$ cat config.mk
export PLATFORM = sky130hd
export DESIGN_NAME = pfifo_writer
export DESIGN_NICKNAME = d
export VERILOG_FILES = /design/src/rtl/pfifo_writer.sv
export SDC_FILE = /design/constraint.sdc
export NUM_CORES = 1
export LEC_CHECK = 0
export BUFFER_PORTS_ARGS = -buffer_cell sky130_fd_sc_hd__buf_2
export CAP_MARGIN = 20
export CORE_MARGIN = 2
export CORE_UTILIZATION = 45
export CTS_BUF_LIST = sky130_fd_sc_hd__clkbuf_16
export DETAILED_ROUTE_END_ITERATION = 10
export PLACE_DENSITY = 0.67
export SLEW_MARGIN = 15
export SYNTH_ARGS = -nofsm -noshare
export SYNTH_HDL_FRONTEND = slang
export SYNTH_SLANG_ARGS = --single-unit
export TNS_END_PERCENT = 5
$ cat constraint.sdc
create_clock -name clock -period 4.9 [get_ports clock]
set_clock_uncertainty 0.2 [all_clocks]
set_input_delay 0.735 -clock clock [delete_from_list [all_inputs] [get_ports clock]]
set_output_delay 0.735 -clock clock [all_outputs]
set_load 0.03 [all_outputs]
$ cat src/rtl/pfifo_writer.sv
// pfifo_writer: packet ingress stage in front of the packet FIFO.
// Accepts a byte stream with end-of-packet marking and drives the FIFO's
// put / commit / drop strobes. Only complete, in-length, non-overflowed
// packets are committed; everything else is rolled back with drop.
// Optional feature macro: PFIFO_WRITER_CHECKSUM_EN (last word is a checksum;
// the W-bit sum of all packet words must be zero for the packet to commit).
module pfifo_writer #(
   parameter int W       = 8,
   parameter int MAX_LEN = 16
) (
   input  logic         clock,
   input  logic         reset,
   input  logic [W-1:0] in,
   input  logic         valid,
   input  logic         last,
   input  logic         abort,
   output logic         ready,
   output logic [W-1:0] out,
   output logic         put,
   input  logic         full,
   output logic         commit,
   output logic         drop,
   output logic [15:0]  ok_count,
   output logic [15:0]  drop_count
);

   typedef enum logic [2:0] {IDLE, BODY, PUT, SKIP, COMMIT, DROP} state_t;

   localparam logic [15:0] MAX_LEN_C = 16'(MAX_LEN);

   state_t      state;
   state_t      state_nx;
   logic [15:0] len;      // words written for the current packet
   logic        last_q;   // last flag of the word being put
   logic        sum_ok;   // packet checksum verdict, valid in PUT

`ifdef PFIFO_WRITER_CHECKSUM_EN
   logic [W-1:0] sum;

   assign sum_ok = (sum == '0);

   // Running W-bit sum of written words, cleared when the packet resolves.
   always_ff @(posedge clock) begin
      if (reset) begin
         sum <= '0;
      end else if (state_nx == PUT) begin
         sum <= sum + in;
      end else if (state == COMMIT || state == DROP) begin
         sum <= '0;
      end
   end
`else
   assign sum_ok = 1'b1;
`endif

   // Words are taken only in the states that can consume them.
   assign ready = (state == IDLE) || (state == BODY) || (state == SKIP);

   // Next-state decision; every accepted word is resolved here.
   always_comb begin
      // NOTE: default assigned first so no path leaves state_nx unassigned,
      // which would otherwise infer a latch.
      state_nx = state;
      case (state)
         IDLE, BODY: begin
            if (valid) begin
               if (abort) begin
                  state_nx = DROP;
               end else if (full || len == MAX_LEN_C) begin
                  // Overflowed word that also ends the packet has nothing
                  // left to skip, so it resolves straight to DROP.
                  state_nx = last ? DROP : SKIP;
               end else begin
                  state_nx = PUT;
               end
            end
         end
         PUT: begin
            if (!last_q)     state_nx = BODY;
            else if (sum_ok) state_nx = COMMIT;
            else             state_nx = DROP;
         end
         SKIP: begin
            if (valid && (last || abort)) state_nx = DROP;
         end
         COMMIT, DROP: state_nx = IDLE;
         default:      state_nx = IDLE;
      endcase
   end

   // State register, registered strobes, data path and counters.
   always_ff @(posedge clock) begin
      // NOTE: non-blocking assignments in clocked logic so every register
      // samples the pre-edge values regardless of statement order.
      if (reset) begin
         state      <= IDLE;
         out        <= '0;
         put        <= 1'b0;
         commit     <= 1'b0;
         drop       <= 1'b0;
         ok_count   <= '0;
         drop_count <= '0;
         len        <= '0;
         last_q     <= 1'b0;
      end else begin
         state  <= state_nx;
         put    <= (state_nx == PUT);
         commit <= (state_nx == COMMIT);
         drop   <= (state_nx == DROP);
         // Entering PUT only happens on a written word.
         if (state_nx == PUT) begin
            out    <= in;
            len    <= len + 16'd1;
            last_q <= last;
         end
         if (state == COMMIT) begin
            ok_count <= ok_count + 16'd1;
            len      <= '0;
         end
         if (state == DROP) begin
            drop_count <= drop_count + 16'd1;
            len        <= '0;
         end
      end
   end

endmodule

==> flow_summary.toml, run 1 <==
[run_status]
outcome = "finished, final reports clean"

[floorplanning]
row_count = 29
die_area_mm2 = 0.007279
fp.dieW_um = 85.32
initial_core_util_pct = 46.59
fp.dieH_um = 85.32
num_io_pins = 58
core_area_mm2 = 0.006386

[global_routing]
grt_max_degree = 49
grt_pass1_vias = 2417
grt_pass1_wl_um = 11230
antenna_found_initial = 0
grt.total_usage_pct = 19.15
globalRouteOverflowTotal = 0

[timing]
final.setup.tns_ns = 0
max_slew_margin_pct = 42.27
period_share_pct = 52.96
tightest_slew_ns = 0.8659
finalMaxSlewViolations = 0
timing.fmax_ghz = 0.3853
holdWs_ns = 0.2764
setup_viol = 0
rsz0062_at_grt = "no"
finalCriticalPeriod_ns = 2.595
hold_viol_final = 0

[logic_synthesis]
yosys_register_bits = 63
avgSynthCellArea_um2 = 8.477
synthCells = 351
post-synth-top-count-cell = "dfxtp_1"
synthArstFlopShare_pct = 0
yosysWarnings = 0
netlist_top_cells_count = "dfxtp_1, a21oi_1, nor2_1"
synth_top_area_share_pct = 42.39
synth_area_mm2 = 0.002975
synthFlopType = "dfxtp_1"
synth_top_cells_by_area = "dfxtp_1, a21oi_1, nand3_1, nor2_1, xnor2_1"
syn-num-nets = 369
synth_cell_types = 49
yosysSeqAreaShare_pct = 42.39
synth_edf_count = 0
synth_top_area_cell = "dfxtp_1"

[min_path]
hold_path_class = "flip-flop to flip-flop"
whs_path_depth = 2

[cts]
clk_latency_ns = 0.32
cts_buffers = 9
path_clk_slew_ns = 0.05
cts_root_buf = "clkbuf_16"
cts.repair.resized = 0
cts_tree = "done"
cts_hold_buf = 0
post_cts_buffers = 0
cts.sinks = 63
cts.path.max_buffers = 2
htree_levels = 3

[critical_path]
path_class = "flip-flop to flip-flop"
cp_max_fo = 13
crit_buf_inv = 1
r2r_slack_ns = 2.30
worstPathArrival_ns = 2.62
path_cells = "inv_1 -> ha_1 -> nor4b_1 -> nand4_1 -> and3_1 -> nor4_1"
reg2reg_depth = 6
slowest_stage = "nand4_1"
cp_top_family = "simple AND/OR/NAND/NOR gates"
critPathLaunchType = "flip-flop"
cp-end-kind = "flip-flop"
critical_path_cell_count = 6
crit_required_ns = 4.93
max_stage_delay_ns = 0.58

[detailed_routing]
wirelength_um = 6580
ant_nets = 0
dr_total_vias = 2712
via_per_inst = 5.603
drc_errors = 0
drt-initial-drc-count = 122
wl_per_cell_um = 13.60
drtPass1Iterations = 4

[placed_design]
dp.final_hpwl_um = 4496
gp_routability_congestion = 0.7946
dpl.cell_count = 468
io_buffers = 57

[layout]
diodes = 0
finish.utilization_pct = 55.39
nets = 420
area_growth_pct = 18.88
drive_gt1_share_pct = 19.41
finalNonFillerCells = 484

[power_and_ir_drop]
ir_drop_v = 0.0002106
total_leakage_power_uw = 0.001356
power.density_mw_per_mm2 = 322.2

[job]
maxCapViolations = 0
## through the flow
| step | total power, uW | setup WS [ns] | instance area, um2 |
|---|---|---|---|
| 4_1_cts | 1151 | 2.270 | 3532 |
| 3_3_place_gp | 603.3 | 2.187 | 3276 |
| 6_report | 1140 | 2.305 | 3537 |
| 2_1_floorplan | 586.6 | 2.819 | 2975 |
| 5_1_grt | 1185 | 2.052 | 3537 |
| 3_5_place_dp | 604.2 | 2.104 | 3276 |
## power by group
group | leakage (uW) | switching (uW) | internal [uW]
logic | 0.000721 | 42.2 | 22.1
registers | 0.000509 | 9.48 | 520
clock network | 0.000127 | 214 | 331
## worst reg2reg max path, stage by stage, from the launching register on
cell and delay (ns):
dfxtp_1 0.33, inv_1 0.08, ha_1 0.18, nor4b_1 0.44, nand4_1 0.58, and3_1 0.43
nor4_1 0.27
## cells in the final DEF, fill, tap and decap left out, drive strengths merged, types with 2 or more instances in the layout
master / instances
or4: 9
nand3: 25
ha: 4
nand2: 23
o31ai: 6
o211ai: 3
clkinv: 5
nor2b: 5
and2: 2
clkbuf: 9
nor3: 8
and3: 4
a211oi: 2
or2: 4
o21ai: 22
a21oi: 33
a31o: 2
xor2: 7
dfxtp: 63
nor2: 33
and4: 4
nand4: 12
or3: 11
nand2b: 2
inv: 13
buf: 57
mux2: 3
nor4: 10
xnor2: 13
nor4b: 2
## final cells by class
class / count / area [um2]
inverter: 12 / 45.04
clock buffer: 9 / 225.2
multi-input combinational: 259 / 1593
fill: 612 / 2849
timing repair buffer: 57 / 285.3
sequential: 63 / 1261
clock inverter: 7 / 31.28
tap: 77 / 96.34
## metal layers
metal	vias to the layer above	wire length (um)	track usage, %
met5	-	0	0
met4	0	123	9.235
met3	10	388	4.961
met2	73	2850	28.41
met1	1254	3216	25.92
li1	1375	-	-
## registers in the layout, indices dropped and copies added, names as in the netlist
signal      flops
drop            1
commit          1
state           3
put             1
last_q          1
ok_count       16
drop_count     16
len            16
out             8
## final timing paths
check,endpoint,from
worst min-delay path,drop_count[15]$_SDFFE_PP0P_,drop_count[15]$_SDFFE_PP0P_
worst max register to register,drop$_SDFF_PP0_,len[0]$_SDFFE_PP0N_
worst max-delay path,drop$_SDFF_PP0_,len[0]$_SDFFE_PP0N_
worst min register to register,drop_count[15]$_SDFFE_PP0P_,drop_count[15]$_SDFFE_PP0P_
## cell families (layout without fill, tap and decap cells)
| kind of cell | Yosys count | after routing | synth area share, % |
|---|---|---|---|
| xor+xnor | 20 | 20 | 5.887 |
| mux | 4 | 4 | 1.472 |
| flops | 63 | 63 | 42.39 |
| compound gates | 70 | 70 | 13.12 |
| simple gates | 161 | 161 | 31.20 |
| buf+inv | 29 | 85 | 4.247 |
| fa+ha+maj | 4 | 4 | 1.682 |
No activity file was read; power rests on OpenSTA's default activity.
==> run 2, diff against run 1 <==
ABC_AREA = 1   (was unset)
clock period = 2.5 ns   (was 4.9 ns; I/O delays follow)
==> flow_summary.toml, run 2 <==
[run_status]
outcome = "finished, final reports clean"

[critical_path]
worstPathArrival_ns = 2.07
critPathLaunchType = "flip-flop"
cp-end-kind = "flip-flop"
path_class = "flip-flop to flip-flop"
crit_required_ns = 2.47
r2r_slack_ns = 0.40
cp_max_fo = 26

[power_and_ir_drop]
ir_drop_v = 0.0004233
total_leakage_power_uw = 0.001545
power.density_mw_per_mm2 = 627.4
power.total_uw = 2393

[global_routing]
grt_max_degree = 29
antenna_found_initial = 0
grt.total_usage_pct = 19.01
grt_pass1_vias = 2648
globalRouteOverflowTotal = 0
grt_pass1_wl_um = 11700

[floorplanning]
core_area_mm2 = 0.006794
num_io_pins = 58
fp.dieW_um = 87.96
die_area_mm2 = 0.007736
fp.dieH_um = 87.96
initial_core_util_pct = 46.69
row_count = 30

[detailed_routing]
drt-initial-drc-count = 126
wirelength_um = 7020
dr_total_vias = 2959
via_per_inst = 4.932
drc_errors = 0
wl_per_cell_um = 11.70
drtPass1Iterations = 4
ant_nets = 0

[cts]
cts.repair.resized = 0
post_cts_buffers = 0
cts.sinks = 63
cts_tree = "done"
htree_levels = 3
cts_root_buf = "clkbuf_16"
clk_latency_ns = 0.32
cts_hold_buf = 0
path_clk_slew_ns = 0.05
cts.path.max_buffers = 2
cts_buffers = 9

[layout]
diodes = 0
finish.utilization_pct = 56.13
drive_gt1_share_pct = 19.64
nets = 518
final_area_mm2 = 0.003814
area_growth_pct = 20.24
layout_commonest_cell = "nand2_1"
layout_common_cells = "nand2_1, dfxtp_1, buf_2"
top_regs = "drop_count x16, len x16, ok_count x16"

[timing]
rsz0062_at_grt = "no"
finalCriticalPeriod_ns = 2.102
tightest_slew_ns = 0.6119
setup_slack_ns = 0.3983
max_slew_margin_pct = 59.11
setup_viol = 0
timing.fmax_ghz = 0.4758
period_share_pct = 84.07
finalMaxSlewViolations = 0
final.setup.tns_ns = 0
hold_viol_final = 0

[logic_synthesis]
synthCells = 439
synthFlopType = "dfxtp_1"
yosysSeqAreaShare_pct = 39.76
synth_top_area_cell = "dfxtp_1"
synth_edf_count = 0
synth_cell_types = 35
synth_top_area_share_pct = 39.76
syn-num-nets = 457
avgSynthCellArea_um2 = 7.225
yosysWarnings = 0
synthArstFlopShare_pct = 0
synth_area_mm2 = 0.003172
netlist_top_cells_count = "nand2_1, dfxtp_1, a21oi_1"
yosys_register_bits = 63
synth_top_cells_by_area = "dfxtp_1, nand2_1, a21oi_1, nand3_1, nor2_1"
post-synth-top-count-cell = "nand2_1"

[placed_design]
pre_cts_slack_ns = 0.4340
dpl_cell_area_mm2 = 0.003533
dp.final_hpwl_um = 4969
gp_routability_congestion = 0.8917
io_buffers = 57

[job]
maxCapViolations = 0

[min_path]
hold_path_class = "primary input to flip-flop"
-- run 2: final timing paths --
check | start | to | depth (start not counted)
min | in[0] | out[0]$_SDFFE_PP0N_ | 3
max | len[0]$_SDFFE_PP0N_ | len[0]$_SDFFE_PP0N_ | 12
min reg2reg | out[6]$_SDFFE_PP0N_ | out[6]$_SDFFE_PP0N_ | 2
max reg2reg | len[0]$_SDFFE_PP0N_ | len[0]$_SDFFE_PP0N_ | 12
-- run 2: final cells by class --
| class | count | area [um2] |
|---|---|---|
| inverters | 44 | 165.2 |
| flip-flops and latches | 63 | 1261 |
| repair buffers | 61 | 315.3 |
| fillers | 646 | 2980 |
| clock buffers | 9 | 225.2 |
| multi-input cells | 321 | 1672 |
| well taps | 96 | 120.1 |
| clock inverters | 6 | 55.05 |
-- run 2: through the flow --
step / cells / hold WS (ns)
final: 600 / 0.1229
after floorplan: 439 / 0.2458
after detailed placement: 585 / 0.2553
after global placement: 585 / 0.2452
after global routing: 600 / 0.1352
after CTS: 600 / 0.1186
-- run 2: cells by family (layout without fill, tap and decap cells) --
logic type      count (synthesis)  count (layout)  synth area share [%]
simple gates                  227             227                 34.00
compound gates                 71              71                 11.87
flops                          63              63                 39.76
buf+inv                        55             120                 7.535
xor+xnor                       19              19                 5.247
fa+ha+maj                       4               4                 1.578
-- run 2: worst max-delay path, cell delays in order, from the launching register on --
cell and delay [ns]:
dfxtp_1 0.41, inv_1 0.09, ha_1 0.19, nand2_1 0.07, nor2_2 0.04, nand2_2 0.06, nand2_2 0.05, nand2_1 0.07
nand2_2 0.07, nand2_4 0.25, nand2_4 0.23, nand2_1 0.12, a21oi_1 0.08
-- run 2: metal layers --
layer  vias up  GRT usage, %  wire (um)  share of wire [%]
met5         -             0          0                  0
met4         0         6.713         87                1.2
met3         9         4.053        435                6.2
met2        80         29.75       3125                 45
met1      1312         25.97       3372                 48
li1       1558             -          -                  -
-- run 2: power by group --
part	total, uW	switching (uW)	internal [uW]
Clock	1180	424	754
Sequential	1040	14.7	1020
Combinational	179	128	51.7
==> run 3, diff against run 2 <==
ABC_AREA = 0   (was 1)
PLACE_DENSITY = 0.7   (was 0.67)
clock period = 1.7 ns   (was 2.5 ns; I/O delays follow)
==> flow_summary.toml, run 3 (synthesis gave the netlist of run 1 again) <==
[min_path]
whs_path_depth = 3
hold_path_class = "primary input to flip-flop"

[layout]
finalNonFillerCells = 560
nets = 496
fillers = 477
drive_gt1_share_pct = 39.75
top_regs = "drop_count x16, len x16, ok_count x16"
layout_common_cells = "buf_4, buf_2, dfxtp_1"
layout_commonest_cell = "buf_4"
area_growth_pct = 49.71
diodes = 0

[timing]
max_slew_margin_pct = 74.67
timing.fmax_ghz = 0.5301
setup_viol = 24
tightest_slew_ns = 0.3779
period_share_pct = 111.0
setup_slack_ns = -0.1864
holdWs_ns = 0.007033
rsz0062_at_grt = "yes"
hold_viol_final = 0
finalCriticalPeriod_ns = 1.886
finalMaxSlewViolations = 0

[detailed_routing]
dr_total_vias = 3005
via_per_inst = 5.366
ant_nets = 0
wl_per_cell_um = 13.99
wirelength_um = 7832
drtPass1Iterations = 4
drt-initial-drc-count = 128
drc_errors = 0

[cts]
cts.path.max_buffers = 2
cts.sinks = 63
cts_tree = "done"
cts_buffers = 9
path_clk_slew_ns = 0.05
htree_levels = 3
clk_latency_ns = 0.33
cts_root_buf = "clkbuf_16"

[critical_path]
path_cells = "buf_12 -> nor3b_4 -> buf_6 -> nand4_1 -> or3_1 -> a21oi_2"
max_stage_delay_ns = 0.43
critPathLaunchType = "flip-flop"
critical_path_cell_count = 6
path_class = "flip-flop to flip-flop"
crit_required_ns = 1.77
reg2reg_depth = 6
crit_buf_inv = 2
slowest_stage = "or3_1"
cp_max_fo = 6
cp_top_family = "simple AND/OR/NAND/NOR gates"
cp-end-kind = "flip-flop"
worstPathArrival_ns = 1.95

[floorplanning]
fp.dieW_um = 85.32
initial_core_util_pct = 46.59
num_io_pins = 58
core_area_mm2 = 0.006386
fp.dieH_um = 85.32
row_count = 29
die_area_mm2 = 0.007279

[job]
maxCapViolations = 0

[power_and_ir_drop]
ir_drop_v = 0.0007744
power.density_mw_per_mm2 = 850.3
total_leakage_power_uw = 0.001887

[global_routing]
antenna_found_initial = 0
grt.total_usage_pct = 22.30
grt_pass1_wl_um = 13040
grt_pass1_vias = 2931
grt_max_degree = 28
globalRouteOverflowTotal = 0

[placed_design]
io_buffers = 57
dp.final_hpwl_um = 5342
gp_routability_congestion = 0.8466
dpl.cell_count = 535

[run_status]
violations = "negative setup slack"
outcome = "finished, violations left"
-- run 3: timing repair --
item | CTS | global route
endpoints found under the hold margin | 8 | 0
resized for setup | 24 | 19
buffers inserted | 1 | 0
setup endpoints to repair | 43 | 48
pin swaps | 14 | 7
hold buffers | 8 | 0
-- run 3: power by group --
part	leakage (uW)	internal (uW)	switching, uW
registers	0.000521	1490	15.3
clock network	0.000169	1350	634
logic	0.00120	136	162
total	0.00189	2980	811
-- run 3: worst register-to-register path: stages, from the launching register on --
cell and delay, ns:
dfxtp_2 0.35, buf_12 0.14, nor3b_4 0.27, buf_6 0.16
nand4_1 0.16, or3_1 0.43, a21oi_2 0.12
-- run 3: cell type report --
| class | count | area (um2) | area share, % |
|---|---|---|---|
| Multi-Input combinational cell | 259 | 1767 | 39.66 |
| Sequential cell | 63 | 1304 | 29.27 |
| Timing Repair Buffer | 133 | 917.1 | 20.59 |
| Clock buffer | 10 | 250.2 | 5.618 |
| Tap cell | 77 | 96.34 | 2.163 |
| Clock inverter | 6 | 75.07 | 1.685 |
| Inverter | 12 | 45.04 | 1.011 |
-- run 3: final timing paths --
| kind | startpoint | endpoint | slack (ns) |
|---|---|---|---|
| worst min register to register | out[0]$_SDFFE_PP0N_ | out[0]$_SDFFE_PP0N_ | 0.28 |
| worst min-delay path | last | last_q$_SDFFE_PP0N_ | 0.007 |
| worst max register to register | state[1]$_SDFF_PP0_ | len[11]$_SDFFE_PP0N_ | -0.19 |
| worst max-delay path | state[1]$_SDFF_PP0_ | len[11]$_SDFFE_PP0N_ | -0.19 |
-- run 3: stage by stage --
step / power (uW) / instance area [um2] / TNS (ns) / worst slack (ns) / utilization, %
finish: 3788 / 4454 / -1.538 / -0.1864 / 69.75
global route: 3919 / 4454 / -4.851 / -0.2619 / 69.75
CTS: 3807 / 4363 / -1.321 / -0.1327 / 68.32
detailed placement: 1792 / 3849 / -4.945 / -0.2437 / 60.27
global placement: 1787 / 3849 / -2.708 / -0.1387 / 60.27
floorplan: 1684 / 3035 / -1.698 / -0.1328 / -
-- run 3: routing by layer --
metal	wire, um	vias up	GRT usage [%]	share of wire (%)
li1	-	1528	-	-
met1	3649	1408	28.02	47
met2	3744	58	36.01	48
met3	310	11	5.156	4.0
met4	128	0	10.82	1.6
met5	0	-	0	0
